## src/rtl/efi_pkg.sv

```systemverilog
// Shared types and constants for the EFI injector sequencer.
package efi_pkg;

  // Sequencer states.
  typedef enum logic [1:0] {
    StIdle,
    StArmed,
    StPulse,
    StStalled
  } efi_state_e;

  // Ceiling of the ignition-period counter.
  localparam logic [15:0] PERIOD_SAT = 16'hFFFF;

  // Width of the cylinder index; a single-cylinder build still gets one bit.
  function automatic int unsigned cyl_idx_width(input int unsigned num_cyl);
    return (num_cyl <= 1) ? 1 : $clog2(num_cyl);
  endfunction

endpackage

```

## src/rtl/efi_edge_sync.sv

```systemverilog
// Multi-stage synchronizer for an asynchronous level, with a registered rising-edge strobe.
module efi_edge_sync #(
  parameter int unsigned SYNC_STAGES = 2
) (
  input  logic sysclk,
  input  logic sysreset,
  input  logic din_i,
  output logic level_o,
  output logic rise_o
);

  logic [SYNC_STAGES-1:0] sync_q;
  logic                   level_prev_q;
  logic                   rise_q;

  // Shift the asynchronous input through the synchronizer chain.
  always_ff @(posedge sysclk or posedge sysreset) begin
    if (sysreset) begin
      sync_q <= '0;
    end else begin
      sync_q <= {sync_q[SYNC_STAGES-2:0], din_i};
    end
  end

  assign level_o = sync_q[SYNC_STAGES-1];

  // Register the edge so consumers see a clean single-cycle strobe.
  always_ff @(posedge sysclk or posedge sysreset) begin
    if (sysreset) begin
      level_prev_q <= 1'b0;
      rise_q       <= 1'b0;
    end else begin
      level_prev_q <= level_o;
      rise_q       <= level_o & ~level_prev_q;
    end
  end

  assign rise_o = rise_q;

endmodule

```

## src/rtl/efi_injector_sequencer.sv

```systemverilog
// Round-robin injector sequencer: each ignition edge opens the next injector for a
// programmed number of microseconds using one shared width timer, while the
// event-to-event period is measured on the 20 us tick for stall detection.
module efi_injector_sequencer
  import efi_pkg::*;
#(
  parameter  int unsigned NUM_CYL     = 2,
  parameter  int unsigned SYNC_STAGES = 2,
  localparam int unsigned CYL_W       = cyl_idx_width(NUM_CYL)
) (
  input  logic               sysclk,
  input  logic               sysreset,
  input  logic               pulse1m,
  input  logic               pulse50k,
  input  logic               efi_enable,
  input  logic               ign_coil,
  input  logic               cyl_sync,
  input  logic [15:0]        efi_len_us,
  input  logic [15:0]        ign_timeout_len_20us,
  output logic [NUM_CYL-1:0] injector_open,
  output logic               puff_event,
  output logic [CYL_W-1:0]   cyl_index,
  output logic [15:0]        ign_period_20us,
  output logic               stalled,
  output logic               overlap_err
);

  logic coil_rise;
  logic coil_level_unused;
  logic sync_level;
  logic sync_rise_unused;

  efi_state_e   state_q;
  logic [15:0]  width_q;
  logic [15:0]  period_cnt_q;
  logic         period_valid_q;

  logic [CYL_W-1:0]   target;
  logic [CYL_W-1:0]   next_idx;
  logic [NUM_CYL-1:0] target_oh;
  logic [NUM_CYL-1:0] fire_open;
  efi_state_e         fire_state;
  logic               len_nonzero;
  logic               zero_cross;
  logic               timeout_hit;
  logic               stall_entry;

  efi_edge_sync #(
    .SYNC_STAGES(SYNC_STAGES)
  ) u_coil_sync (
    .sysclk  (sysclk),
    .sysreset(sysreset),
    .din_i   (ign_coil),
    .level_o (coil_level_unused),
    .rise_o  (coil_rise)
  );

  // Only the level matters for cylinder sync; it is sampled when an event fires.
  efi_edge_sync #(
    .SYNC_STAGES(SYNC_STAGES)
  ) u_cyl_sync (
    .sysclk  (sysclk),
    .sysreset(sysreset),
    .din_i   (cyl_sync),
    .level_o (sync_level),
    .rise_o  (sync_rise_unused)
  );

  // Select the cylinder an event fires and the index that follows it.
  always_comb begin
    target = sync_level ? '0 : cyl_index;
    if (32'(target) == NUM_CYL - 1) begin
      next_idx = '0;
    end else begin
      next_idx = target + CYL_W'(1);
    end
  end

  // Decode the target cylinder and the outcome of firing it.
  always_comb begin
    target_oh = '0;
    for (int unsigned i = 0; i < NUM_CYL; i++) begin
      target_oh[i] = (32'(target) == i);
    end
    len_nonzero = (efi_len_us != 16'd0);
    fire_open   = len_nonzero ? target_oh : '0;
    fire_state  = len_nonzero ? StPulse : StArmed;
  end

  // Timeout and width-expiry qualifiers; an event always outranks a timeout.
  always_comb begin
    zero_cross  = pulse1m && (width_q == 16'd1);
    timeout_hit = (ign_timeout_len_20us != 16'd0) && (period_cnt_q >= ign_timeout_len_20us);
    stall_entry = efi_enable && !coil_rise && timeout_hit &&
                  ((state_q == StArmed) || (state_q == StPulse));
  end

  // Sequencer FSM with registered injector, index and status outputs.
  always_ff @(posedge sysclk or posedge sysreset) begin
    if (sysreset) begin
      state_q       <= StIdle;
      width_q       <= 16'd0;
      injector_open <= '0;
      puff_event    <= 1'b0;
      overlap_err   <= 1'b0;
      cyl_index     <= '0;
      stalled       <= 1'b0;
    end else begin
      puff_event  <= 1'b0;
      overlap_err <= 1'b0;
      if (!efi_enable) begin
        // Disabling is a silent close: no puff is reported.
        state_q       <= StIdle;
        width_q       <= 16'd0;
        injector_open <= '0;
        cyl_index     <= '0;
        stalled       <= 1'b0;
      end else begin
        unique case (state_q)
          StIdle: begin
            state_q <= StArmed;
          end
          StArmed: begin
            if (coil_rise) begin
              state_q       <= fire_state;
              injector_open <= fire_open;
              width_q       <= efi_len_us;
              cyl_index     <= next_idx;
            end else if (stall_entry) begin
              state_q <= StStalled;
              stalled <= 1'b1;
            end
          end
          StPulse: begin
            if (coil_rise) begin
              // Hand off directly to the next cylinder; a pulse ending on this
              // very tick is a normal close, not an overlap.
              puff_event    <= 1'b1;
              overlap_err   <= ~zero_cross;
              state_q       <= fire_state;
              injector_open <= fire_open;
              width_q       <= efi_len_us;
              cyl_index     <= next_idx;
            end else if (stall_entry) begin
              state_q       <= StStalled;
              injector_open <= '0;
              width_q       <= 16'd0;
              stalled       <= 1'b1;
            end else if (pulse1m) begin
              if (width_q == 16'd1) begin
                state_q       <= StArmed;
                injector_open <= '0;
                width_q       <= 16'd0;
                puff_event    <= 1'b1;
              end else begin
                width_q <= width_q - 16'd1;
              end
            end
          end
          StStalled: begin
            // The recovery event only restarts period measurement.
            if (coil_rise) begin
              state_q <= StArmed;
              stalled <= 1'b0;
            end
          end
          default: begin
            state_q <= StIdle;
          end
        endcase
      end
    end
  end

  // Measure event-to-event period; the first event after idle or stall only starts it.
  always_ff @(posedge sysclk or posedge sysreset) begin
    if (sysreset) begin
      period_cnt_q    <= 16'd0;
      period_valid_q  <= 1'b0;
      ign_period_20us <= 16'd0;
    end else if (!efi_enable || (state_q == StIdle)) begin
      period_cnt_q   <= 16'd0;
      period_valid_q <= 1'b0;
    end else if (coil_rise) begin
      if (period_valid_q) begin
        ign_period_20us <= period_cnt_q;
      end
      period_valid_q <= 1'b1;
      period_cnt_q   <= 16'd0;
    end else begin
      if (stall_entry) begin
        period_valid_q <= 1'b0;
      end
      if (pulse50k && (period_cnt_q != PERIOD_SAT)) begin
        period_cnt_q <= period_cnt_q + 16'd1;
      end
    end
  end

endmodule

```

## config.mk

```make
export PLATFORM = sky130hd
export DESIGN_NAME = efi_injector_sequencer
export DESIGN_NICKNAME = d
export VERILOG_FILES = /design/src/rtl/efi_pkg.sv /design/src/rtl/efi_edge_sync.sv /design/src/rtl/efi_injector_sequencer.sv
export SDC_FILE = /design/constraint.sdc
export NUM_CORES = 1
export LEC_CHECK = 0
export CAP_MARGIN = 30
export CORE_UTILIZATION = 57
export DETAILED_ROUTE_END_ITERATION = 10
export PLACE_DENSITY_LB_ADDON = 0.15
export SLEW_MARGIN = 20
export SYNTH_ARGS = -nofsm -noshare
export SYNTH_HDL_FRONTEND = slang
export SYNTH_HIERARCHICAL = 1
export SYNTH_SLANG_ARGS = --single-unit
```

## constraint.sdc

```tcl
create_clock -name sysclk -period 3.83 [get_ports sysclk]
set_clock_uncertainty 0.1 [all_clocks]
set_input_delay 1.149 -clock sysclk [delete_from_list [all_inputs] [get_ports sysclk]]
set_output_delay 1.149 -clock sysclk [all_outputs]
set_load 0.03 [all_outputs]
```

# Yosys cells after proc, flatten, opt, wreduce, memory -nomap -nowiden

Cells that the tools add are included.

Register bits: 63

$add $sub $neg: 3
Order comparisons: 1
Eq/ne operators: 16
Multiplexer cells: 50
Bitwise logic cells: 5
Reduce and logical (&&, ||, !) cells: 22

Operator list:

| cell                    | count |
|---|---|
| $mux W16                | 9 |
| $mux W2                 | 16 |
| $pmux W16 S2            | 1 |
| $reduce_bool A16 Y1     | 2 |
| $mux W1                 | 21 |
| $add A16 B1 Y16 const B | 1 |
| $eq A16 B1 Y1 const B   | 1 |
| $ge A16 B16 Y1          | 1 |
| $ne A16 B16 Y1 const B  | 1 |
| $sub A16 B1 Y16 const B | 1 |
| $ne A3 B2 Y1 const B    | 4 |
| $reduce_and A4 Y1       | 3 |
| $ne A5 B4 Y1 const B    | 2 |
| $pmux W2 S4             | 1 |
| $logic_and A1 B1 Y1     | 6 |
| $reduce_and A3 Y1       | 2 |
| $reduce_bool A3 Y1      | 2 |
| $eq A2 B2 Y1 const B    | 2 |
| $ne A4 B3 Y1 const B    | 1 |
| $not A1 Y1              | 4 |
| $pmux W2 S2             | 1 |
| $ne A3 B1 Y1 const B    | 1 |
| $ne A3 B3 Y1 const B    | 1 |
| $eq A2 B1 Y1 const B    | 1 |
| 10 further kinds        | 12 |

# Logic depth before layout (Yosys ltp)

Gate-level depths: netlist (run 1).

Word-level depth: 8
Gate-level depth with buffers: 11

# Hierarchy

Netlist (run 1), hierarchy kept.

By module, submodules not included:

| module                 | times used | cells each | area an instance (um2) |
|---|---|---|---|
| efi_injector_sequencer | 1          | 391        | 3558.4 |
| efi_edge_sync          | 2          | 6          | 117.6 |

# Least setup slack after synthesis (run 1)

No wires, ideal clock.

Kind: in2reg
From: in ign_timeout_len_20us[15]
To: reg width_q[4]
Library setup time: 125 ps
Arrival: 3084 ps
Data required time: 3605 ps
Setup slack: 521 ps
Stages on the path: 11
Path through: inv_1 > ha_1 > a21oi_1 > o21ai_0 > a211oi_2 > a21oi_1 > o311a_1 > buf_2 > buf_2 > o21ai_0 > a21oi_1

Longest elaborated chain between the ends: 8
Elaborated cells between the ends (all ways): 11

RTL lines:

| item                                                         | line                          | text |
|---|---|---|
| start, declared                                              | efi_injector_sequencer.sv:19  | `input logic [15:0] ign_timeout_len_20us,` |
| $ge A16 B16 Y1 / $reduce_bool A16 Y1 (equally long branches) | efi_injector_sequencer.sv:93  | `timeout_hit = (ign_timeout_len_20us != 16'd0) && (period_cnt_q >= ign_timeout_len_20us);` |
| $logic_and A1 B1 Y1 *                                        | efi_injector_sequencer.sv:93  |  |
| $logic_and A1 B1 Y1 * (2 in series)                          | efi_injector_sequencer.sv:94  | `stall_entry = efi_enable && !coil_rise && timeout_hit &&` |
| $mux W16                                                     | efi_injector_sequencer.sv:144 | `end else if (stall_entry) begin` |
| $mux W16                                                     | efi_injector_sequencer.sv:135 | `if (coil_rise) begin` |
| $pmux W16 S2                                                 | efi_injector_sequencer.sv:119 | `unique case (state_q)` |
| $mux W16                                                     | efi_injector_sequencer.sv:111 | `if (!efi_enable) begin` |
| end signal, assigned                                         | efi_injector_sequencer.sv:127 | `width_q <= efi_len_us;` |
| end signal, assigned                                         | efi_injector_sequencer.sv:142 | `width_q <= efi_len_us;` |
| end signal, assigned                                         | efi_injector_sequencer.sv:156 | `width_q <= width_q - 16'd1;` |
| end, declared                                                | efi_injector_sequencer.sv:34  | `logic [15:0] width_q;` |

Mark *: on every way between the ends. The rest lies on a longest branch, timed or not.
A chain may end at the register's enable or synchronous reset.

# Worst setup path after layout (run 1)

From: in ign_timeout_len_20us[13]
To: reg width_q[1]

Same word-level chain as after synthesis.

==> flow_summary.ini, run 1 <==
[run_status]
status = finished clean

[clocking]
cts.repair.resized = 0
cts_hold_buf = 0
cts_tree = yes
postCtsSetupBuffers = 0
clk_pin_slew_ns = 0.07
cts_root_buffer = clkbuf_8
cts_sinks = 63
cts_max_path_buffers = 2
h-tree-depth = 3
numCtsBuffers = 9
clkLatencyLatePin_ns = 0.34

[setup_path]
ff2ff_setup_slack_ns = 1.12
path_max_fanout = 11
cp.arrival_ns = 3.68
r2r-start = period_cnt_q[2]
cp-end-kind = flip-flop
reg2regPathDepth = 7
worst-setup-path-type = in2reg
worstReg2RegEnd = period_cnt_q[9]
cp-start-kind = primary input
startpoint = ign_timeout_len_20us[13]
crit_required_ns = 3.95

[power_and_ir_drop]
vdd_drop_max_v = 0.0003033
power_density_nw_per_um2 = 451.2
p_leak_nw = 2.090

[global_route]
grt_pass1_vias = 3273
grt_pass1_wl_um = 14960
grt_overflow = 0
grt.total_usage = 0.2690
grt_max_degree = 36
antenna_found_initial = 0

[route]
post_drt_via_cell_ratio = 5.830
ant_nets = 0
drc_errors = 0
vias = 3224
routedWlPerCell_um = 15.69
drt_wl_total_um = 8678
dr.pass1.iters = 4
drt-initial-drc-count = 130

[sta]
finalSetupViolations = 0
period_share = 0.9280
hold_viol = 0
maxSlewViolCount = 0
finalSetupTns_ns = 0
fmax_mhz = 281.4
period_minus_slack_ns = 3.554
relSlewSlack = 0.4423
tightest_slew_ns = 0.8365
hold-worst-slack_ns = 0.2555
rsz0062_at_grt = false

[layout]
area_growth_pct = 25.90
nets = 533
n_antenna_cell = 0
final_cell_mix = 63 x dfrtp_1, 60 x clkdlybuf4s50_1, 47 x nor2_1, 36 x inv_1, 34 x a21oi_1
final_common_cell = dfrtp_1
drive_above_1_share = 0.1261

[floorplanning]
row_count = 29
coreArea_um2 = 6350
die_w_um = 82.89
boundaryPins = 61
die_h_um = 82.89
die_area_um2 = 6871
initial_core_util = 0.5874

[logic_synthesis]
syn_area_um2 = 3730
avgSynthCellArea_um2 = 9.325
yosys_warnings = 6
syn_inst = 400
syn_nets = 462

[place]
hpwl_um = 6383
portBuffers = 60
place_congestion = 0.9335

[min_path]
min-delay-start = u_coil_sync/sync_q[0]
min_to = u_coil_sync/sync_q[1]
min_path_type = reg2reg
hold_path_depth = 0

[flow_run]
maxCapViolations = 0
-- how the worst max path moves through the flow --
| stage | endpoint | slack, ns | cells past startpoint |
|---|---|---|---|
| 2_1_floorplan | width_q[4] | 0.52 | 11 |
| 3_3_place_gp | width_q[5] | 0.11 | 11 |
| 3_5_place_dp | width_q[6] | 0.04 | 11 |
| 4_1_cts | width_q[1] | 0.31 | 11 |
| 5_1_grt | width_q[1] | 0.15 | 11 |
| 6_report | width_q[1] | 0.28 | 11 |
-- final cells by class --
cell class | instances | area, um2
fill | 480 | 1654
tap | 77 | 96.34
clock buffer | 9 | 123.9
sequential | 63 | 1577
clock inverter | 7 | 96.34
timing repair buffer | 74 | 718.2
inverter | 37 | 138.9
multi-input combinational | 286 | 1946
-- state kept, by name, summed over array words and instances, names as in the netlist --
signal                    cells
ign_period_20us              16
period_cnt_q                 16
width_q                      16
injector_open                 2
state_q                       2
u_coil_sync/sync_q            2
u_cyl_sync/sync_q             2
cyl_index                     1
overlap_err                   1
period_valid_q                1
puff_event                    1
stalled                       1
u_coil_sync/level_prev_q      1
u_coil_sync/rise_o            1
-- where the power goes --
part	internal, mW	leakage, nW	switching, mW	total [mW]
clock	0.368	0.114	0.269	0.638
combinational	0.305	1.12	0.378	0.682
sequential	0.727	0.856	0.0714	0.799
total	1.40	2.09	0.718	2.12
-- stage by stage --
stage               setup WS, ns  cells  cell area [um2]    util  total power, mW
detailed placement       0.03620    537             4476  0.7048            1.486
finish                    0.2757    553             4696  0.7395            2.119
CTS                       0.3128    553             4696  0.7395            2.127
floorplan                 0.5210    400             3730       -            1.290
global route              0.1542    553             4696  0.7395            2.239
global placement          0.1059    537             4476  0.7048            1.469
-- routing by layer --
layer  global-route usage  vias to the layer above  share of wire
li1                     -                     1561              -
met1               0.3448                     1555           0.45
met2               0.4516                       91           0.49
met3              0.06262                       17          0.045
met4              0.08621                        0          0.018
met5                    0                        -              0
-- worst max-delay path, stage by stage --
cell and delay [ns]:
clkdlybuf4s50_1 0.51, inv_1 0.06, ha_1 0.31, a21oi_1 0.21, o21ai_0 0.13, a211oi_2 0.26
a21oi_1 0.16, o311ai_1 0.25, buf_4 0.23, a221oi_1 0.07, a211oi_1 0.33
(Power assumes the default switching activity.)
==> run 2: changes to the inputs <==
--- a/config.mk
+++ b/config.mk
@@ -6,7 +6,7 @@
 export NUM_CORES = 1
 export LEC_CHECK = 0
 export CAP_MARGIN = 30
-export CORE_UTILIZATION = 57
+export CORE_UTILIZATION = 41
 export DETAILED_ROUTE_END_ITERATION = 10
 export PLACE_DENSITY_LB_ADDON = 0.15
 export SLEW_MARGIN = 20
==> run 2 against run 1 <==
Compared with the run above: sequential share of layout area down 0.25 points; setup slack improved by 0.072 ns; largest power group unchanged; global-route usage shrank 6.7 points; design area up 0.75%; flip-flop and latch count is the same; register-to-register slack about the same; highest routed layer unchanged; count of clock-buffer cells in the layout rose by 3.
==> flow_summary.ini, run 2 (synthesized netlist as in run 1, its figures left out) <==
[global_route]
antenna_found_initial = 0
grt_overflow = 0
grt_max_degree = 58
grt_pass1_wl_um = 15500
grt.total_usage = 0.2022
grt_pass1_vias = 3232

[setup_path]
reg2regPathDepth = 7
worstReg2RegEnd = period_cnt_q[9]
cp.arrival_ns = 3.60
r2r-start = period_cnt_q[2]
cp-start-kind = primary input
crit_required_ns = 3.95
ff2ff_setup_slack_ns = 1.11
worst-setup-path-type = in2reg
path_max_fanout = 11
cp-end-kind = flip-flop

[route]
dr.max_layer_used = met4
routedWlPerCell_um = 15.44
drt-initial-drc-count = 84
met1_length_um = 4324
wl_met2_um = 4177
ant_nets = 0
vias = 3207
drc_errors = 0
dr.pass1.iters = 4
post_drt_via_cell_ratio = 5.491
wl_met3_um = 369
drt_wl_total_um = 9016

[sta]
hold_viol = 0
fmax_mhz = 287.2
rsz0062_at_grt = false
setup_ws_ns = 0.3481
relSlewSlack = 0.4398
period_share = 0.9091
period_minus_slack_ns = 3.482
maxSlewViolCount = 0
hold-worst-slack_ns = 0.2502
finalSetupTns_ns = 0
tightest_slew_ns = 0.8404
finalSetupViolations = 0

[power_and_ir_drop]
p_leak_nw = 2.082
power.switching_mw = 0.7248
power_switching_share = 0.3432
p_int_mw = 1.387
p_seq_frac = 0.378
power_density_nw_per_um2 = 446.4
power_mw = 2.112
combPwrFrac = 0.324
vdd_drop_max_v = 0.0001836
clkPwrFrac = 0.298

[layout]
area_growth_pct = 26.84
final_common_cell = dfrtp_1
fin_util = 0.5398
final_cell_area_um2 = 4731
nets = 533
nFillCells = 822
drive_above_1_share = 0.1261
top_regs = ign_period_20us: 16 flops, period_cnt_q: 16 flops, width_q: 16 flops
n_antenna_cell = 0
final_cell_mix = 63 x dfrtp_1, 60 x clkdlybuf4s50_1, 47 x nor2_1, 36 x inv_1, 34 x a21oi_1
final_cells = 584

[place]
placedInstanceArea_um2 = 4514
place_congestion = 0.8371
dp.cells = 568
dp_slack_ns = 0.02812
hpwl_um = 6652
portBuffers = 60

[min_path]
min_to = u_coil_sync/sync_q[1]
min_path_type = reg2reg
hold_path_depth = 0
min-delay-start = u_coil_sync/sync_q[0]

[floorplanning]
die_h_um = 97.38
initial_core_util = 0.4256
die_area_um2 = 9483
boundaryPins = 61
row_count = 34
die_w_um = 97.38
coreArea_um2 = 8763

[clocking]
cts_tree = yes
cts_max_path_buffers = 2
numCtsBuffers = 9
clk_pin_slew_ns = 0.07
clkLatencyLatePin_ns = 0.35
cts.repair.resized = 0
cts_hold_buf = 0
postCtsSetupBuffers = 0
cts_sinks = 63
h-tree-depth = 3
cts_root_buffer = clkbuf_8

[run_status]
status = finished clean

[flow_run]
maxCapViolations = 0
==> run 2: changes by cell type in the layout (fill, tap and decap cells not counted), sizes merged <==
cell      before  now
clkbuf         9   12
clkinvlp       0    1
bufinv         2    1
clkinv         4    1
==> run 2: routing by layer <==
metal / up-vias / GRT usage
met3: 13 / 0.03309
met4: 0 / 0.06674
li1: 1569 / -
met2: 79 / 0.3238
met5: - / 0
met1: 1546 / 0.2786
==> run 2: power groups by stage <==
| stage | registers (mW) | clock network, mW | logic [mW] |
|---|---|---|---|
| 2_1_floorplan | 0.805 | 0 | 0.485 |
| 3_3_place_gp | 0.808 | 0 | 0.666 |
| 3_5_place_dp | 0.810 | 0 | 0.679 |
| 4_1_cts | 0.797 | 0.639 | 0.686 |
| 5_1_grt | 0.810 | 0.667 | 0.759 |
| 6_report | 0.798 | 0.630 | 0.684 |
==> run 2: worst max path at each step <==
stage / start / end / slack (ns) / depth (start not counted)
3_3_place_gp: ign_timeout_len_20us[2] / state_q[0] / 0.10 / 11
2_1_floorplan: ign_timeout_len_20us[15] / width_q[4] / 0.52 / 11
5_1_grt: ign_timeout_len_20us[15] / width_q[1] / 0.14 / 11
6_report: ign_timeout_len_20us[15] / width_q[2] / 0.35 / 11
3_5_place_dp: ign_timeout_len_20us[15] / width_q[2] / 0.03 / 11
4_1_cts: ign_timeout_len_20us[15] / width_q[2] / 0.38 / 11
==> run 2: critical path: stages <==
cell             delay (ns)
clkdlybuf4s50_1        0.48
inv_1                  0.07
ha_1                   0.34
a21oi_1                0.19
o21ai_0                0.14
a211oi_2               0.26
a21oi_1                0.15
o311a_1                0.38
buf_4                  0.20
o21ai_0                0.16
o21ai_1                0.08
==> run 2: final cells by class <==
cell class / instances / area [um2] / share of cell area
Clock buffer: 12 / 165.2 / 0.03491
Multi-Input combinational cell: 286 / 1946 / 0.4113
Tap cell: 108 / 135.1 / 0.02856
Sequential cell: 63 / 1577 / 0.3332
Inverter: 37 / 138.9 / 0.02936
Timing Repair Buffer: 74 / 718.2 / 0.1518
Clock inverter: 4 / 51.30 / 0.01084
